===== src/rtl/instr_cache.sv =====
// Direct-mapped, single-word-line instruction cache with a req/ack miss path.
// Define ICACHE_STATS_EN to build the hit/miss counters; otherwise they read 0.
module instr_cache #(
    parameter int ADDRESS_WIDTH = 32,
    parameter int DATA_WIDTH    = 32,
    parameter int INDEX_BITS    = 4
) (
    input  logic                     clk,
    input  logic                     rst,
    input  logic [ADDRESS_WIDTH-1:0] cpu_addr,
    output logic [DATA_WIDTH-1:0]    cpu_rdata,
    output logic                     cpu_stall,
    input  logic                     flush,
    output logic                     mem_req,
    output logic [ADDRESS_WIDTH-1:0] mem_addr,
    input  logic                     mem_ack,
    input  logic [DATA_WIDTH-1:0]    mem_rdata,
    output logic [31:0]              hit_count,
    output logic [31:0]              miss_count
);
    localparam int LINES = 1 << INDEX_BITS;
    localparam int TAG_W = ADDRESS_WIDTH - INDEX_BITS - 2;

    typedef enum logic {IDLE, FETCH} state_t;

    state_t                  state;
    logic [LINES-1:0]        valid;
    logic [TAG_W-1:0]        tag_mem  [LINES];
    logic [DATA_WIDTH-1:0]   data_mem [LINES];
    logic [INDEX_BITS-1:0]   index, fill_index;
    logic [TAG_W-1:0]        tag, fill_tag;
    logic                    hit, fill;
    logic                    unused_bits;

    assign index       = cpu_addr[INDEX_BITS+1:2];
    assign tag         = cpu_addr[ADDRESS_WIDTH-1:INDEX_BITS+2];
    // Fills target the latched request, not the (possibly redirected) PC.
    assign fill_index  = mem_addr[INDEX_BITS+1:2];
    assign fill_tag    = mem_addr[ADDRESS_WIDTH-1:INDEX_BITS+2];
    assign unused_bits = ^cpu_addr[1:0];

    assign hit       = (state == IDLE) && valid[index] && (tag_mem[index] == tag);
    assign fill      = (state == FETCH) && mem_ack;
    assign cpu_stall = !hit;
    assign cpu_rdata = hit ? data_mem[index] : '0;

    always_ff @(posedge clk or negedge rst) begin
        if (!rst) begin
            state    <= IDLE;
            mem_req  <= 1'b0;
            mem_addr <= '0;
            valid    <= '0;
        end else begin
            case (state)
                IDLE: begin
                    if (!hit) begin
                        state    <= FETCH;
                        mem_req  <= 1'b1;
                        mem_addr <= {cpu_addr[ADDRESS_WIDTH-1:2], 2'b00};
                    end
                end
                FETCH: begin
                    if (mem_ack) begin
                        state             <= IDLE;
                        mem_req           <= 1'b0;
                        valid[fill_index] <= 1'b1;
                    end
                end
                default: state <= IDLE;
            endcase
            // Flush overrides a same-edge fill, leaving that line invalid.
            if (flush) valid <= '0;
        end
    end

    always_ff @(posedge clk) begin
        if (fill) begin
            tag_mem[fill_index]  <= fill_tag;
            data_mem[fill_index] <= mem_rdata;
        end
    end

`ifdef ICACHE_STATS_EN
    always_ff @(posedge clk or negedge rst) begin
        if (!rst) begin
            hit_count  <= '0;
            miss_count <= '0;
        end else begin
            if (hit) hit_count <= hit_count + 32'd1;
            if (state == IDLE && !hit) miss_count <= miss_count + 32'd1;
        end
    end
`else
    assign hit_count  = '0;
    assign miss_count = '0;
`endif

endmodule


===== config.mk =====
export PLATFORM = sky130hd
export DESIGN_NAME = instr_cache
export DESIGN_NICKNAME = d
export VERILOG_FILES = /design/src/rtl/instr_cache.sv
export SDC_FILE = /design/constraint.sdc
export NUM_CORES = 1
export LEC_CHECK = 0
export CAP_MARGIN = 20
export CORE_MARGIN = 2
export CORE_UTILIZATION = 60
export DETAILED_ROUTE_END_ITERATION = 6
export PLACE_DENSITY = 0.8
export SLEW_MARGIN = 40
export SYNTH_ARGS = -nofsm -noshare
export SYNTH_HDL_FRONTEND = slang
export SYNTH_SLANG_ARGS = --single-unit

===== constraint.sdc =====
create_clock -name clk -period 7.6 [get_ports clk]
set_input_delay 1.14 -clock clk [delete_from_list [all_inputs] [get_ports clk]]
set_output_delay 1.14 -clock clk [all_outputs]
set_load 0.005 [all_outputs]

Word-level counts from Yosys, hierarchy flattened

Memories as Yosys holds them, arrays and structs flattened.
Cells that the tools add are included.

Register bits: 48
Bits in writable memories: 928
Output and inout port bits: 130
Word-level logic and storage cells: 41
Memories kept: 2

Memory list:

| memory   | depth | bits a word | rd ports | clocked after memory_dff | wr ports | line | source |
|---|---|---|---|---|---|---|---|
| data_mem | 16    | 32          | 1        | 0                        | 1        | 29   | `logic [DATA_WIDTH-1:0] data_mem [LINES];` |
| tag_mem  | 16    | 26          | 1        | 0                        | 1        | 28   | `logic [TAG_W-1:0] tag_mem [LINES];` |

Order comparisons: 3
Equal/unequal tests: 3
Muxes and demuxes: 16
Bitwise operators: 3
Reduce and logical (&&, ||, !) cells: 10

Operators with widths:

| kind                 | number |
|---|---|
| $mux W16             | 3 |
| $mux W32             | 1 |
| $eq A26 B26 Y1       | 1 |
| $or A16 B16 Y16      | 1 |
| $lt A4 B5 Y1 const B | 2 |
| $mux W1              | 8 |
| $reduce_and A2 Y1    | 3 |
| $bmux W1 S4          | 1 |
| $demux W1 S4         | 1 |
| $ge A4 B1 Y1 const B | 1 |
| $logic_and A1 B1 Y1  | 4 |
| $ne A2 B2 Y1 const B | 2 |
| $pmux W1 S2          | 2 |
| $reduce_bool A2 Y1   | 2 |
| $not A1 Y1           | 2 |
| $logic_not A1 Y1     | 1 |

Logic depth before layout (Yosys ltp)

Gate-level depths: netlist (run 1).

Word-level depth: 8
Mapped depth: 13
Gate-level depth less buffers: 8

Least setup slack after synthesis (run 1)

No wires, ideal clock.

Kind: input port to flip-flop
From: input mem_ack
To: memory data_mem[0][0] (enable)
Data arrival time: 5.571 ns
Data required time: 7.052 ns
Slack: 1.481 ns
Cell stages on the path: 3
Path buffers: 0
Cell sequence: nand2_1 -> or3_1 -> nor3_1

Longest elaborated chain between the ends: 3

Ends and longest elaborated chain:

| what                          | line | source |
|---|---|---|
| from (decl)                   | 16   | `input logic mem_ack,` |
| $logic_and A1 B1 Y1           | 43   | `assign fill = (state == FETCH) && mem_ack;` |
| $mux W1                       | 77   | `if (fill) begin` |
| $mux W1 (implied by the code) | 79   | `data_mem[fill_index] <= mem_rdata;` |
| to (decl)                     | 29   |  |

No other way between the ends.

Worst setup path after layout (run 1)

From: input cpu_addr[3]
To: output cpu_rdata[8]

Longest elaborated chain between the ends: 5

Ends and longest elaborated chain:

| what                                                    | line | source |
|---|---|---|
| from (decl)                                             | 10   | `input logic [ADDRESS_WIDTH-1:0] cpu_addr,` |
| branches (longest 4 deep; another with $mem_v2 Z16 W26) | --   |  |
| $mux W32 *                                              | 45   | `assign cpu_rdata = hit ? data_mem[index] : '0;` |
| to (decl)                                               | 11   | `output logic [DATA_WIDTH-1:0] cpu_rdata,` |

Every way passes the cells marked *. The select of a mux whose other input is x is not followed.

==> impl_results.md, run 1 <==
* Area grow syn2layout at 14.0%
* TritonCTS buffer count at 93
* CP max FO at 51
* Post-CTS Hold Fix Bufs at 0
* Root buf cell: clkbuf_16
* Final net count at 1,998
* Longest Clk Path Bufs at 3
* Status: complete, no violations
* Max-cap viol count at 0
* First-pass GRT wire length at 132,000 um
* CP Class: in2out
* Max Clk Rate at 0.156 GHz
* HPWL after DPL at 45,600 um
* Worst Hold Class: in2async
* Clk_skew at 0.0220 ns
* Filler cell count at 3,614
* Post-synthesis register bit count at 976
* Die X at 257 um
* CTS resizes at 0
* Gr ovfl total at 0
* Port Buf Inserts at 129
* Crit path from: cpu_addr[3]
* Setup TNS at 0 ns
* Routed via count at 18.8k
* RSZ-0062 raised after global routing: no
* H-tree levels at 3
* Worst-case reg-to-reg path depth at 9
* CP startpoint kind: primary input
* First-pass DRT Iterations at 5
* Number of synthesized flops with an enable pin at 928
* Syn_area_per_cell at 22.2 um^2
* Vias in the first global route at 19.5k
* Kind of end point of the critical path: output port
* Cell Area, Synth at 38,500 um^2
* Final Setup Violations at 0
* Rel. slew slack at 0.436
* Synth unique cells at 56
* Final worst-path cycle share at 0.842
* Pwr Density at 264 nW/um^2
* # IOs at 198
* Final Critical Period at 6.40 ns
* Final Hold Viols at 0
* Layout cell share with drive strength beyond 1 at 0.254
* CTS Sinks at 976
* Total wire length at 90,000 um
* Die area at 66,200 um^2
* Clock slew seen by the registers of the worst setup and hold paths at 0.06 ns
* Routability congestion estimate at 0.778
* Routed WL per cell at 31.5 um
* Syn. warnings at 0
* Tot GR Track Use at 0.277
* Largest net degree at the start of global routing at 83
* DR DRC count at 0
* Core Area at 63,200 um^2
* Row count at 92
* Via/cell ratio at 6.57
* CP Data Arrival Time at 5.26 ns
* Post-synthesis sequential area ratio at 0.755
* CTS tree: yes
* LEAKAGE at 14.3 nW
* Cells after Synth at 1,736
* Crit path required time at 6.46 ns
* Post-CTS setup buffers at 0
* Main synth FF type: edfxtp_1
* Initial antenna violation count at 4
* Worst IR Drop VDD at 0.000302 V
* Final Max Tran Viols at 0
* Detail Route Antenna Nets at 0
* Share of flip-flops with an asynchronous set or reset at 0.0492
* R2r startpoint: tag_mem[7][19]$_DFFE_PP_
* Worst-skew pair later-pin latency at 0.65 ns
* Die height at 257 um
* Initial core utilization at 0.609
* Util after Layout at 0.694
* Worst Tran Pin Value at 0.846 ns
* Drt initial violations at 2,311
[path summary, 6_finish.rpt]
kind / to / slack [ns]
hold reg to reg: valid[7]$_DFFE_PN0P_ / 0.52
hold / removal: mem_addr[17]$_DFFE_PN0P_ / 0.46
min in group clk: valid[7]$_DFFE_PN0P_ / 0.52
max in group asynchronous: valid[4]$_DFFE_PN0P_ / 6.63
setup / recovery: cpu_rdata[8] / 1.20
setup reg to reg: mem_addr[4]$_DFFE_PN0P_ / 4.19
[critical path: stages]
cell and delay, ns:
buf_8 0.35, buf_16 0.33, buf_4 0.47, mux4_2 0.56, mux2i_1 0.15, mux2i_1 0.17
xor2_1 0.18, nor4_1 0.28, and4_1 0.36, nand3_2 0.08, buf_4 0.32, nor2b_1 0.20
clkdlybuf4s50_1 0.53
[final cells by class]
cell class | count | area (um^2) | share of cell area
clock inverter | 52 | 542 | 0.0123
sequential | 976 | 29100 | 0.663
tap | 846 | 1060 | 0.0241
clock buffer | 121 | 2480 | 0.0566
timing repair buffer | 183 | 1890 | 0.0431
antenna | 1 | 2.50 | 0.0000570
multi-input combinational | 669 | 8800 | 0.201
inverter | 7 | 27.5 | 0.000627
[flip-flops by register name (all words and copies together) (netlist names)]
signal,flops
data_mem,512
mem_addr,30
mem_req,1
state,1
tag_mem,416
valid,16
[cells by family (layout without fill, tap and decap cells)]
logic type / count (synthesis) / count (layout) / share of synthesized area
and+or+nand+nor: 143 / 143 / 0.0193
other: 1 / 67 / 0.0000974
muxes: 367 / 367 / 0.180
AOI/OAI and AO/OA: 52 / 52 / 0.0106
buffers and inverters: 156 / 363 / 0.0257
xor gates and xnor gates: 41 / 41 / 0.00933
DFF: 976 / 976 / 0.755
[metrics by stage]
step                      std cells  setup slack, ns  cell area, um^2  hold slack (ns)  total power, mW
after floorplan                1801             1.48            38700            0.461             6.76
after global placement         2670             1.24            40600            0.476             7.04
after detailed placement       2679             1.24            40800            0.490             7.08
after CTS                      2852             1.18            43800            0.507             11.6
after global routing           2855            0.884            43900            0.445             11.9
final                          2855             1.20            43900            0.457             11.6
[cells in the mapped netlist, types with 12 or more instances]
cell,instances,area [um^2]
dfrtp_1,48,1200
nand2_1,12,45.0
nor2_1,48,180
mux2i_1,78,781
buf_2,24,120
xnor2_1,22,193
clkbuf_1,32,120
mux2_4,30,450
buf_4,81,608
nor2b_1,37,231
xor2_1,19,166
mux4_2,246,5540
mux2_2,13,146
edfxtp_1,928,27900
[where the power goes]
part | switching [mW] | internal (mW) | total (mW) | leakage (nW)
combinational | 0.402 | 0.337 | 0.739 | 3.84
clock | 1.95 | 2.65 | 4.61 | 1.49
sequential | 0.142 | 6.11 | 6.25 | 8.96
total | 2.50 | 9.10 | 11.6 | 14.3
[layer usage]
layer / track usage / routed length [um]
met4: 0.0827 / 2550
met1: 0.377 / 32900
met3: 0.0503 / 7860
met5: 0 / 10
met2: 0.464 / 46700
[placed cells by master, fill, tap and decap left out, types with 5 or more instances in the layout]
cell type,count
a22oi_1,6
buf_16,6
buf_4,36
buf_6,8
buf_8,5
bufinv_16,10
clkbuf_1,24
clkbuf_16,94
clkdlybuf4s50_1,124
clkinv_1,11
clkinv_2,24
conb_1,66
dfrtp_1,48
edfxtp_1,928
mux2_2,13
mux2_4,30
mux2i_1,78
mux4_2,246
nand2_1,12
nand3_1,10
nor2_1,36
nor2_4,12
nor2b_1,37
nor3_1,5
o21ai_0,8
o22ai_1,5
xnor2_1,22
xor2_1,19
Power figures use the tool's default switching activity.
==> run 2, diff against run 1 <==
==> constraint.sdc (replaced) <==
create_clock -name clk -period 6.05 [get_ports clk]
set_input_delay 0.9075 -clock clk [delete_from_list [all_inputs] [get_ports clk]]
set_output_delay 0.9075 -clock clk [all_outputs]
set_load 0.005 [all_outputs]
==> impl_results.md, run 2 (synthesized netlist as in run 1, its figures left out) <==
* Kind of end point of the critical path: output port
* Reg with most FFs: data_mem
* DR DRC count at 0
* Row count at 92
* Final Max Tran Viols at 0
* HPWL after DPL at 45,400 um
* RSZ-0062 raised after global routing: no
* Worst slack at placement at 0.384 ns
* Master of the slowest instance on the critical path: nor4_1
* Setup TNS at 0 ns
* Max-cap viol count at 0
* CP Data Arrival Time at 4.87 ns
* Top Registers: data_mem x512, tag_mem x416, mem_addr x30
* Final Setup Violations at 0
* Port Buf Inserts at 129
* Rel. slew slack at 0.435
* Setup WS post-layout at 0.272 ns
* Die X at 257 um
* Total wire length at 87,400 um
* Final Critical Period at 5.78 ns
* Die area at 66,200 um^2
* Initial core utilization at 0.609
* Design Area, Final at 43,900 um^2
* LEAKAGE at 14.3 nW
* CP startpoint kind: primary input
* Filler cell count at 3,674
* Worst Tran Pin Value at 0.846 ns
* Clk_skew at 0.0226 ns
* Clock slew seen by the registers of the worst setup and hold paths at 0.06 ns
* Sequential cell area at 29,100 um^2
* Post-CTS Hold Fix Bufs at 0
* Family with the most delay on the worst path: buffers and inverters
* First-pass DRT Iterations at 6
* Inst Count DP at 2,682
* H-tree levels at 3
* Worst Hold Class: in2async
* CTS Sinks at 976
* Final Hold Viols at 0
* CP Class: in2out
* Max Clk Rate at 0.173 GHz
* Initial antenna violation count at 4
* Worst-case reg-to-reg path depth at 9
* Pwr Density at 330 nW/um^2
* Tot GR Track Use at 0.269
* Placed cell area at 40,900 um^2
* Vias in the first global route at 19.3k
* CP dominant cell by count: mux2i_1
* Layout cell share with drive strength beyond 1 at 0.252
* Routed via count at 18.4k
* Worst Hold Slack at 0.200 ns
* Area grow syn2layout at 14.2%
* Reg2reg setup slack at 2.61 ns
* Largest register FFs at 512
* Worst r2r dst: mem_addr[5]$_DFFE_PN0P_
* Die height at 257 um
* Worst-skew pair later-pin latency at 0.65 ns
* Detail Route Antenna Nets at 0
* TritonCTS buffer count at 92
* Multi-input gate area in the final layout at 8810 um^2
* Number of cells on the critical path at 12
* First-pass GRT wire length at 128,000 um
* Gr ovfl total at 0
* R2r startpoint: tag_mem[3][10]$_DFFE_PP_
* Longest Clk Path Bufs at 3
* Root buf cell: clkbuf_16
* CTS tree: yes
* Worst IR Drop VDD at 0.000295 V
* Largest net degree at the start of global routing at 65
* Final worst-path cycle share at 0.955
* Core Area at 63,200 um^2
* Post-CTS setup buffers at 0
* Cells along the critical path: buf_8 -> buf_4 -> mux4_2 -> mux2i_1 -> mux2i_1 -> xor2_1 -> nor4_1 -> and4_1 -> nand3_2 -> buf_12 -> nor2b_1 -> clkdlybuf4s50_1
* Final net count at 1,999
* CP max FO at 60
* Commonest non-fill, non-tap cell in the layout: edfxtp_1
* Drt initial violations at 1,845
* CTS resizes at 0
* Critical Path Max Stage Delay at 0.60 ns
* # IOs at 198
* Routability congestion estimate at 0.801
* Buf/Inv on CP at 4
* Routed WL per cell at 30.6 um
* Commonest non-fill, non-tap cells in the layout: 928 x edfxtp_1, 246 x mux4_2, 124 x clkdlybuf4s50_1
* Crit path required time at 5.14 ns
* Layout Cells excl Fill at 2,851
* Status: complete, no violations
* Via/cell ratio at 6.46
run 2: cell count changes in the layout (fill, tap and decap cells not counted), moves of 4 or more:
cell	previous run	this run
clkinv_2	24	13
clkbuf_8	3	11
buf_4	36	32
buf_16	6	0
buf_12	2	18
run 2: worst max-delay path by stage:
stage	start	endpoint	slack (ns)
finish	cpu_addr[2]	cpu_rdata[20]	0.27
floorplan	mem_ack	data_mem[0][0]$_DFFE_PP_	0.16
global route	cpu_addr[3]	cpu_rdata[1]	0.05
detailed placement	cpu_addr[2]	cpu_rdata[11]	0.38
global placement	cpu_addr[3]	cpu_rdata[9]	0.50
CTS	cpu_addr[2]	cpu_rdata[20]	0.32
run 2: routing by layer:
metal	GRT usage	wire length (um)	vias up
met5	0	59	-
met3	0.0559	7840	207
met2	0.450	44800	1043
met1	0.355	31500	9714
met4	0.0984	3170	8
li1	-	-	7452
run 2: area by class of cell:
cell class,instances,share of cell area
Antenna cell,1,0.0000569
Clock buffer,127,0.0589
Clock inverter,40,0.00971
Inverter,7,0.000626
Multi-Input combinational cell,669,0.200
Sequential cell,976,0.661
Tap cell,846,0.0241
Timing Repair Buffer,185,0.0448
run 2: power by group:
group | internal, mW | switching (mW) | leakage [nW] | total, mW
Combinational | 0.427 | 0.501 | 3.86 | 0.928
Sequential | 7.67 | 0.177 | 8.96 | 7.85
Clock | 3.33 | 2.40 | 1.47 | 5.73
run 2: stage by stage:
step / power, mW / utilization
floorplan: 8.49 / -
global placement: 8.85 / 0.646
detailed placement: 8.90 / 0.647
CTS: 14.6 / 0.695
global route: 14.9 / 0.695
finish: 14.5 / 0.695
